===== src/rtl/hand_accumulator.sv =====
// rtl/hand_accumulator.sv - sequential baccarat hand scorer with raw card slots
// Accepts one card per handshake, keeps a mod-10 score, flags naturals and overflow.
module hand_accumulator #(
  parameter int MAX_CARDS = 3,
  parameter int CARD_W    = 4,
  parameter int CNT_W     = $clog2(MAX_CARDS + 1)
) (
  input  logic                         slow_clock,
  input  logic                         resetb,
  input  logic                         clear,
  input  logic                         card_valid,
  input  logic [CARD_W-1:0]            card_in,
  output logic                         card_ready,
  output logic [3:0]                   score,
  output logic [CNT_W-1:0]             count,
  output logic                         full,
  output logic                         natural,
  output logic                         card_err,
  output logic [MAX_CARDS*CARD_W-1:0]  hand
);

  // Sum width must hold both a raw code and the 0..18 intermediate score.
  localparam int SW = (CARD_W + 1 > 5) ? CARD_W + 1 : 5;
  localparam int HW = MAX_CARDS * CARD_W;

  logic [3:0]       score_q, score_d;
  logic [CNT_W-1:0] count_q, count_d;
  logic             natural_q, natural_d;
  logic             card_err_q, card_err_d;
  logic [HW-1:0]    hand_q, hand_d;

  logic             full_w;
  logic             accept;
  logic [SW-1:0]    card_ext;
  logic [SW-1:0]    val;
  logic [SW-1:0]    sum;

  assign full_w = (count_q == CNT_W'(MAX_CARDS));
  assign accept = card_valid && !full_w && !clear;

  always_comb begin
    card_ext = SW'(card_in);
    val      = ((card_ext >= SW'(1)) && (card_ext <= SW'(9))) ? card_ext : '0;
    sum      = SW'(score_q) + val;
  end

  always_comb begin
    score_d    = score_q;
    count_d    = count_q;
    natural_d  = natural_q;
    hand_d     = hand_q;
    card_err_d = 1'b0;
    if (clear) begin
      score_d   = 4'd0;
      count_d   = '0;
      natural_d = 1'b0;
      hand_d    = '0;
    end else if (accept) begin
      score_d = (sum >= SW'(10)) ? 4'(sum - SW'(10)) : 4'(sum);
      count_d = count_q + CNT_W'(1);
      for (int i = 0; i < MAX_CARDS; i++) begin
        if (count_q == CNT_W'(i)) begin
          hand_d[i*CARD_W +: CARD_W] = card_in;
        end
      end
      // Only the second card can make a natural; the flag is sticky afterwards.
      if ((count_q == CNT_W'(1)) && (score_d >= 4'd8)) begin
        natural_d = 1'b1;
      end
    end else if (card_valid) begin
      card_err_d = 1'b1;
    end
  end

  always_ff @(posedge slow_clock or negedge resetb) begin
    if (!resetb) begin
      score_q    <= 4'd0;
      count_q    <= '0;
      natural_q  <= 1'b0;
      card_err_q <= 1'b0;
      hand_q     <= '0;
    end else begin
      score_q    <= score_d;
      count_q    <= count_d;
      natural_q  <= natural_d;
      card_err_q <= card_err_d;
      hand_q     <= hand_d;
    end
  end

  assign score      = score_q;
  assign count      = count_q;
  assign full       = full_w;
  assign card_ready = !full_w;
  assign natural    = natural_q;
  assign card_err   = card_err_q;
  assign hand       = hand_q;

endmodule

===== config.mk =====
export PLATFORM = sky130hd
export DESIGN_NAME = hand_accumulator
export DESIGN_NICKNAME = d
export VERILOG_FILES = /design/src/rtl/hand_accumulator.sv
export SDC_FILE = /design/constraint.sdc
export NUM_CORES = 1
export LEC_CHECK = 0
export CAP_MARGIN = 15
export CORE_MARGIN = 2
export CORE_UTILIZATION = 45
export CTS_BUF_LIST = sky130_fd_sc_hd__clkbuf_8
export CTS_CLUSTER_SIZE = 12
export DETAILED_ROUTE_END_ITERATION = 8
export PLACE_DENSITY = 0.77
export SETUP_SLACK_MARGIN = 0.1
export SYNTH_ARGS = -nofsm -noshare
export SYNTH_HDL_FRONTEND = slang
export SYNTH_SLANG_ARGS = --single-unit

===== constraint.sdc =====
create_clock -name slow_clock -period 2.2 [get_ports slow_clock]
set_input_delay 0.44 -clock slow_clock [delete_from_list [all_inputs] [get_ports slow_clock]]
set_output_delay 0.44 -clock slow_clock [all_outputs]
set_load 0.02 [all_outputs]

# ---- Word level (Yosys, flattened, before mapping)
# Index checks and enable logic that the tools add are counted.
dict set report totals {
  register_bits 20
  input_bits 8
  output_inout_bits 22
  word_cells 50
}
dict set report op_classes {
  addsub 3
  n_lt_le_gt_ge 4
  n_eq_ne 3
  muxes 17
  reduce_logical 16
}
# operator count
set ops {}
lappend ops {{$mux 4} 7}
lappend ops {{$mux 12} 2}
lappend ops {{$reduce_bool 2->1} 5}
lappend ops {{$reduce_and 2->1} 4}
lappend ops {{$mux 1} 6}
lappend ops {{$add 4x4->5} 1}
lappend ops {{$ge 5x4->1 const B} 1}
lappend ops {{$eq 2x2->1 const B} 2}
lappend ops {{$ge 4x1->1 const B} 1}
lappend ops {{$ge 4x4->1 const B} 1}
lappend ops {{$le 4x4->1 const B} 1}
lappend ops {{$logic_and 1x1->1} 4}
lappend ops {{$mux 2} 2}
lappend ops {{$sub 4x4->4 const B} 1}
lappend ops {{$add 2x1->2 const B} 1}
lappend ops {{$eq 2x1->1 const B} 1}
lappend ops {{$logic_not 1->1} 2}
lappend ops {{$logic_not 2->1} 1}

# ---- Depth between registers and ports, before layout
# Gate-level depths: netlist of the first run.
dict set report logic_depth {
  depth_word 11
  depth_mapped 11
  ltp_nobuf 11
}

# ---- Least setup slack after synthesis of the first run
# No wires, ideal clock.
dict set report synth_timing {
  kind {input -> register}
  startpoint {in card_in[2]}
  endpoint {reg score_q[3], in the netlist score[3]}
  setup_time_ns 0.092
  arrival_time_ns 2.313
  required_ns 2.108
  slack_ns -0.205
  cell_stages 11
  path_buffers 0
  cell_sequence {o21ai_0 and2_1 ha_1 fa_1 xor2_1 inv_1 ha_1 a21oi_1 mux2i_1 mux2_4 o31ai_2}
}
dict set report synth_between {
  elab_chain_cells 8
  word_cells_on_any_way 10
  classes_between {2 x add/sub; 3 x order compare; 4 x mux; 1 x reduce/logical}
}
# element line_no
set synth_rtl {}
lappend synth_rtl {{from (decl)} 12} ;# input logic [CARD_W-1:0] card_in,
lappend synth_rtl {{$ge 4x1->1 or $le 4x4->1 (tied branches)} 43} ;# val = ((card_ext >= SW'(1)) && (card_ext <= SW'(9))) ? card_ext : '0;
lappend synth_rtl {{$logic_and 1x1->1} 43}
lappend synth_rtl {{$mux 4 (*)} 43}
lappend synth_rtl {{$add 4x4->5 (*)} 44} ;# sum = SW'(score_q) + val;
lappend synth_rtl {{$sub 4x4->4 or $ge 5x4->1 (tied branches)} 59} ;# score_d = (sum >= SW'(10)) ? 4'(sum - SW'(10)) : 4'(sum);
lappend synth_rtl {{$mux 4 (*)} 59}
lappend synth_rtl {{$mux 4 (*)} 58} ;# end else if (accept) begin
lappend synth_rtl {{$mux 4 (*)} 53} ;# if (clear) begin
lappend synth_rtl {{to (signal assigned)} 83} ;# score_q <= score_d;
lappend synth_rtl {{to (decl)} 26} ;# logic [3:0] score_q, score_d;
# Mark *: on every way between the ends. The rest lies on a longest branch, timed or not. The select of a mux whose other input is x is not followed.
# A chain may end at the register's enable or synchronous reset.

# ---- Worst setup path after layout of the first run
dict set report layout_timing {
  startpoint {in card_in[0]}
  endpoint {reg natural_q, in the netlist natural}
}
dict set report layout_between {
  elab_chain_cells 10
  word_cells_on_any_way 12
  classes_between {2 x add/sub; 4 x order compare; 2 x mux; 4 x reduce/logical}
}
# element line_no
set layout_rtl {}
lappend layout_rtl {{$ge 4x1->1 or $le 4x4->1 (tied branches)} 43}
lappend layout_rtl {{$logic_and 1x1->1} 43}
lappend layout_rtl {{$mux 4 (*)} 43}
lappend layout_rtl {{$add 4x4->5 (*)} 44}
lappend layout_rtl {{$sub 4x4->4 or $ge 5x4->1 (tied branches)} 59}
lappend layout_rtl {{$mux 4 (*)} 59}
lappend layout_rtl {{$ge 4x4->1 (*)} 67} ;# if ((count_q == CNT_W'(1)) && (score_d >= 4'd8)) begin
lappend layout_rtl {{$logic_and 1x1->1 (*)} 67}
lappend layout_rtl {{$reduce_bool 2->1 (no line) (*)} n/a}
lappend layout_rtl {{$reduce_and 2->1 (no line) (*)} n/a}
lappend layout_rtl {{to (signal assigned)} 85} ;# natural_q <= natural_d;
lappend layout_rtl {{to (decl)} 28} ;# logic natural_q, natural_d;
# Mark *: on every way between the ends. The rest lies on a longest branch, timed or not.

==> results of run 1 <==
-- final timing paths --
kind                                       from              endpoint  slack [ps]  cells past startpoint
max                                  card_in[0]   natural$_DFFE_PN0P_          40                     11
min                                      resetb   natural$_DFFE_PN0P_         510                      2
max reg2reg                score[0]$_DFFE_PN0P_   natural$_DFFE_PN0P_          50                      9
min reg2reg                 natural$_DFFE_PN0P_   natural$_DFFE_PN0P_         510                      2
max in group asynchronous                resetb  score[0]$_DFFE_PN0P_        1460                      2
min in group slow_clock     natural$_DFFE_PN0P_   natural$_DFFE_PN0P_         510                      2
-- metal layers --
layer | up-vias | GRT usage, %
met4 | 0 | 8.13
met3 | 5 | 5.38
li1 | 540 | -
met2 | 27 | 35.5
met1 | 541 | 32.1
met5 | - | 0
-- stage by stage --
stage	utilization, %	hold WS (ps)	setup slack [ps]	power (mW)	setup TNS (ps)
after global placement	66.1	483	-589	0.773	-2230
after detailed placement	66.1	509	-673	0.777	-2380
after CTS	70.9	515	10.7	1.17	0
final	71.4	507	42.4	1.17	0
after floorplan	-	144	-58.0	0.623	-116
after global routing	71.4	545	-31.2	1.24	-31.2
-- sequential cells by signal, summed over array words and instances, names as in the netlist --
name      count
natural       1
count         2
hand         12
card_err      1
score         4
-- synthesized netlist by cell type, drive strengths merged, types with 3 or more instances --
library cell  count  area [sq um]
nand2            21          78.8
dfrtp            20           500
a21oi            17          96.4
nand3            15          75.1
ha                9           113
inv               7          26.3
nor2              4          15.0
clkbuf            3          11.3
nand3b            3          22.5
nor2b             3          18.8
nor3              3          15.0
o21ai             3          15.0
-- cell type report --
| class | instances | share of cell area, % |
|---|---|---|
| tap | 30 | 2.12 |
| sequential | 20 | 28.4 |
| inverter | 7 | 1.49 |
| timing repair buffer | 49 | 25.1 |
| clock inverter | 1 | 1.70 |
| clock buffer | 3 | 2.34 |
| multi-input combinational | 97 | 38.9 |
-- where the power goes --
part | switching, mW | internal [mW]
clock | 0.133 | 0.243
combinational | 0.194 | 0.190
sequential | 0.0225 | 0.390
-- repair_timing --
item,4_1_cts,5_1_grt
setup buffers,3,1
resized for setup,24,2
pin swaps,8,2
endpoints found under the setup margin,4,6
-- cells by family (layout without fill, tap and decap cells) --
| group | after synthesis | after routing | synth area share [%] |
|---|---|---|---|
| compound gates | 26 | 26 | 14.6 |
| mux | 3 | 3 | 2.98 |
| xor+xnor | 2 | 2 | 1.49 |
| buf+inv | 12 | 60 | 4.04 |
| simple gates | 56 | 56 | 23.1 |
| fa+ha+maj | 10 | 10 | 11.3 |
| flops | 20 | 20 | 42.6 |
==> reports/metrics.cfg, run 1 <==
[timing]
maxSlewHeadroom_pct = 63.7
fmax_mhz = 463
skew_ps = 1.06
fin_crit_sh_pct = 98.1
slew_violations = 0
rsz0062_at_grt = yes
finalSetupViolCount = 0
tightest_slew_ps = 543
final.min_clock_period_ps = 2160
hold_viol_final = 0

[worst_setup_path]
path_cells = buf_2 > and2_4 > ha_4 > fa_2 > xor2_2 > inv_2 > ha_4 > nor2_1 > mux2i_1 > mux2_4 > o31ai_2
worstPathMaxFanout = 5
max_stage_delay_ps = 360
crit_top_cell = ha_4
worstPathRequired_ps = 2380
slowest_stage = fa_2
start_kind = input port
arrival_ps = 2330
cp_top_family = adder cells
path_class = in2reg
cp_num_buf_inv = 2
crit_path_end_kind = flip-flop

[route]
highest_layer = met4
post_drt_wl_per_cell_um = 15.0
wl_met2_um = 1500
met1Wirelength_um = 1450
drt-pass1-iter-count = 4
num_vias = 1113
finalWirelength_um = 3110
ant_nets = 0
wl_met3_um = 129
drc = 0
drtIter0Drc = 19
via_per_inst = 5.38

[synthesis]
syn_nets = 147
yosysWarnings = 0
synth_cell_types = 31
yosysSeqAreaShare_pct = 42.6
ys.flop_type = dfrtp_1
synth_edf_count = 0
synthArstFlopShare_pct = 100
ys_seq_elements = 20
syn_inst = 129
syn-cell-area_sq_mm = 0.00118
avgSynthCellArea_sq_um = 9.12

[global_route]
grt.overflow.total = 0
grt_pass1_wl_um = 4810
grt_pass1_vias = 1029
grt_max_degree = 21
track_usage_pct = 23.2
antenna_found_initial = 0

[placed_design]
placed_cells_incl_taps = 199
port_buffers = 29
placed_area_sq_mm = 0.00164
dp_hpwl_um = 2270
place.gp.congestion = 0.818

[finish]
fin_area_sq_mm = 0.00177
drive_above_1_share_pct = 26.0
multi_input_area_sq_um = 687
area_delta_synth_final_pct = 50.3
mostFrequentLayoutCells = 23 x clkdlybuf4s50_1, 21 x nand2_1, 20 x buf_4
n_fill_cell = 202
fin_nets = 196
seq_area_sq_um = 502
antenna_cells = 0
final_cells = 207
mostFrequentLayoutCell = clkdlybuf4s50_1

[cts]
htreeDepth = 1
cts_hold_buffers = 0
root_buffer = clkbuf_8
cts_tree = built
clockBufferDepth = 2
clk_pin_slew_ps = 80
clock_latency_ps = 260
cts.sinks = 20
cts_buffers = 3

[floorplanning]
io_pins = 30
die_w_um = 55.1
core_sq_mm = 0.00248
rows = 18
die-height_um = 55.1
start_util_pct = 47.5
dieArea_sq_mm = 0.00304

[flow_run]
cap_violations = 0

[power]
leakage_nw = 0.805
pwr_density_cell_mw_per_mm2 = 664
max-vdd-ir-drop_uv = 510

[status]
status = complete, no violations

[min_path]
hold_path_class = in2async

Power figures use the tool's default switching activity.
==> run 2, diff against run 1 <==
--- a/config.mk
+++ b/config.mk
@@ -6,12 +6,11 @@
 export NUM_CORES = 1
 export LEC_CHECK = 0
 export CAP_MARGIN = 15
-export CORE_MARGIN = 2
-export CORE_UTILIZATION = 45
+export CORE_UTILIZATION = 54
 export CTS_BUF_LIST = sky130_fd_sc_hd__clkbuf_8
 export CTS_CLUSTER_SIZE = 12
 export DETAILED_ROUTE_END_ITERATION = 8
-export PLACE_DENSITY = 0.77
+export PLACE_DENSITY = 0.87
 export SETUP_SLACK_MARGIN = 0.1
 export SYNTH_ARGS = -nofsm -noshare
 export SYNTH_HDL_FRONTEND = slang
==> constraint.sdc (replaced) <==
create_clock -name slow_clock -period 2.5 [get_ports slow_clock]
set_input_delay 0.5 -clock slow_clock [delete_from_list [all_inputs] [get_ports slow_clock]]
set_output_delay 0.5 -clock slow_clock [all_outputs]
set_load 0.02 [all_outputs]
==> run 2 against run 1 <==
- final area down 6.2%
- first-iteration DRC count increased by 32%
- core utilization grew 12 points
- worst setup slack improved by 170 ps
- register-to-register slack improved by 280 ps
- clock-buffer cell count up 1
- hold slack improved by 21 ps
- total power down 21%
- wire length down 3.4%
- sequential share of layout area rose by 1.8 points
- via count grew 1.3%
- combinational power decreased by 17%
- critical endpoint unchanged
- largest cell class unchanged
==> reports/metrics.cfg, run 2 (synthesized netlist as in run 1, its figures left out) <==
[worst_setup_path]
ff2ff_setup_slack_ps = 330
r2r-start = score[0]$_DFFE_PN0P_
crit_path_end_kind = flip-flop
cp_top_family = adder cells
cp_num_buf_inv = 2
path_depth = 10
path_class = in2reg
start_kind = input port
path_cells = clkdlybuf4s15_1 > and2_1 > ha_2 > fa_2 > inv_2 > ha_4 > a21oi_2 > mux2i_1 > mux2_4 > o31ai_4
r2r_cells = 8
crit-reg2reg-capture = natural$_DFFE_PN0P_
max_stage_delay_ps = 560
endpoint = natural$_DFFE_PN0P_
crit_start = card_in[0]
worstPathRequired_ps = 2680
slowest_stage = fa_2
worstPathMaxFanout = 4
arrival_ps = 2470

[route]
met1Wirelength_um = 1210
drc = 0
wl_met2_um = 1570
highest_layer = met4
finalWirelength_um = 3010
post_drt_wl_per_cell_um = 15.3
drt-pass1-iter-count = 4
ant_nets = 0
via_per_inst = 5.72
wl_met3_um = 180
num_vias = 1127
drtIter0Drc = 25

[min_path]
hold_path_class = reg2reg
whs_path_depth = 2

[cts]
clock_latency_ps = 260
htreeDepth = 1
cts_tree = built
cts_buffers = 3
root_buffer = clkbuf_8
cts.sinks = 20
clockBufferDepth = 2
clk_pin_slew_ps = 70

[timing]
slew_violations = 0
fmax_mhz = 437
fin_crit_sh_pct = 91.5
maxSlewHeadroom_pct = 60.0
finalSetupViolCount = 0
tightest_slew_ps = 598
rsz0062_at_grt = no
hold_viol_final = 0
final.min_clock_period_ps = 2290
skew_ps = 3.63

[floorplanning]
io_pins = 30
rows = 16
dieArea_sq_mm = 0.00237
die-height_um = 48.7
core_sq_mm = 0.00200
start_util_pct = 58.7
die_w_um = 48.7

[finish]
fin_nets = 189
area_delta_synth_final_pct = 41.1
n_fill_cell = 110
fin_area_sq_mm = 0.00166
antenna_cells = 0
drive_above_1_share_pct = 20.6
mostFrequentLayoutCell = clkdlybuf4s50_1
largest_reg_flops = 12
mostFrequentLayoutCells = 25 x clkdlybuf4s50_1, 21 x nand2_1, 20 x dfrtp_1

[placed_design]
placed_area_sq_mm = 0.00157
dp_hpwl_um = 2170
place.gp.congestion = 0.804
port_buffers = 29

[global_route]
track_usage_pct = 28.9
grt_max_degree = 21
antenna_found_initial = 0
grt_pass1_vias = 1133
grt_pass1_wl_um = 5210
grt.overflow.total = 0

[power]
max-vdd-ir-drop_uv = 527
pwr_density_cell_mw_per_mm2 = 560
total_power_mw = 0.930
leakage_nw = 0.736

[flow_run]
cap_violations = 0

[status]
status = complete, no violations

run 2: changes by cell type in the layout (fill, tap and decap cells not counted), sizes merged:
cell	change
buf	-8
bufinv	-1
clkbuf	+1
clkdlybuf4s15	+1
clkdlybuf4s50	+2
dlymetal6s2s	-2
run 2: per-layer routing:
layer | vias to the layer above | global-route usage [%]
met5 | - | 0
met4 | 0 | 11.3
met3 | 7 | 5.03
met2 | 46 | 49.5
met1 | 546 | 36.0
li1 | 528 | -
run 2: worst min-delay path by stage:
stage                         startpoint                    to  slack, ps
finish               hand[2]$_DFFE_PN0P_   hand[2]$_DFFE_PN0P_        530
CTS                  natural$_DFFE_PN0P_   natural$_DFFE_PN0P_        520
global route        hand[10]$_DFFE_PN0P_  hand[10]$_DFFE_PN0P_        560
global placement     natural$_DFFE_PN0P_   natural$_DFFE_PN0P_        480
detailed placement   natural$_DFFE_PN0P_   natural$_DFFE_PN0P_        500
floorplan                         resetb    card_err$_DFF_PN0_        200
run 2: worst register-to-register path: cells and delay by family (launching register included):
kind	cells	cell delay (ps)
flops	1	420
mux	2	360
buf+inv	1	60
fa+ha+maj	3	950
compound gates	2	300
run 2: per-stage QoR:
stage / TNS, ps / instances / util [%] / worst slack (ps) / hold slack (ps)
floorplan: 0 / 129 / - / 125 / 204
global placement: -1540 / 191 / 78.3 / -434 / 479
detailed placement: -1760 / 191 / 78.3 / -506 / 501
CTS: 0 / 196 / 81.4 / 119 / 518
global route: 0 / 197 / 82.9 / 102 / 559
finish: 0 / 197 / 82.9 / 212 / 528
run 2: area by class of cell:
class	count	area, sq um	share of cell area [%]
multi-input cells	97	671	40.4
inverters	7	26.3	1.58
well taps	27	33.8	2.04
flip-flops and latches	20	500	30.2
repair buffers	42	373	22.5
clock buffers	4	55.1	3.32
run 2: report_power, final:
group          switching, mW  total (mW)  internal, mW
Combinational          0.168       0.318         0.151
Clock                  0.109       0.249         0.140
Sequential            0.0187       0.362         0.343
Total                  0.295       0.930         0.634
run 2: what timing repair did:
| action | in CTS | in global routing |
|---|---|---|
| pin swaps | 6 | 2 |
| resized for setup | 18 | 6 |
| setup endpoints to repair | 4 | 3 |
| hold buffers | 0 | 0 |
| buffers inserted | 1 | 1 |
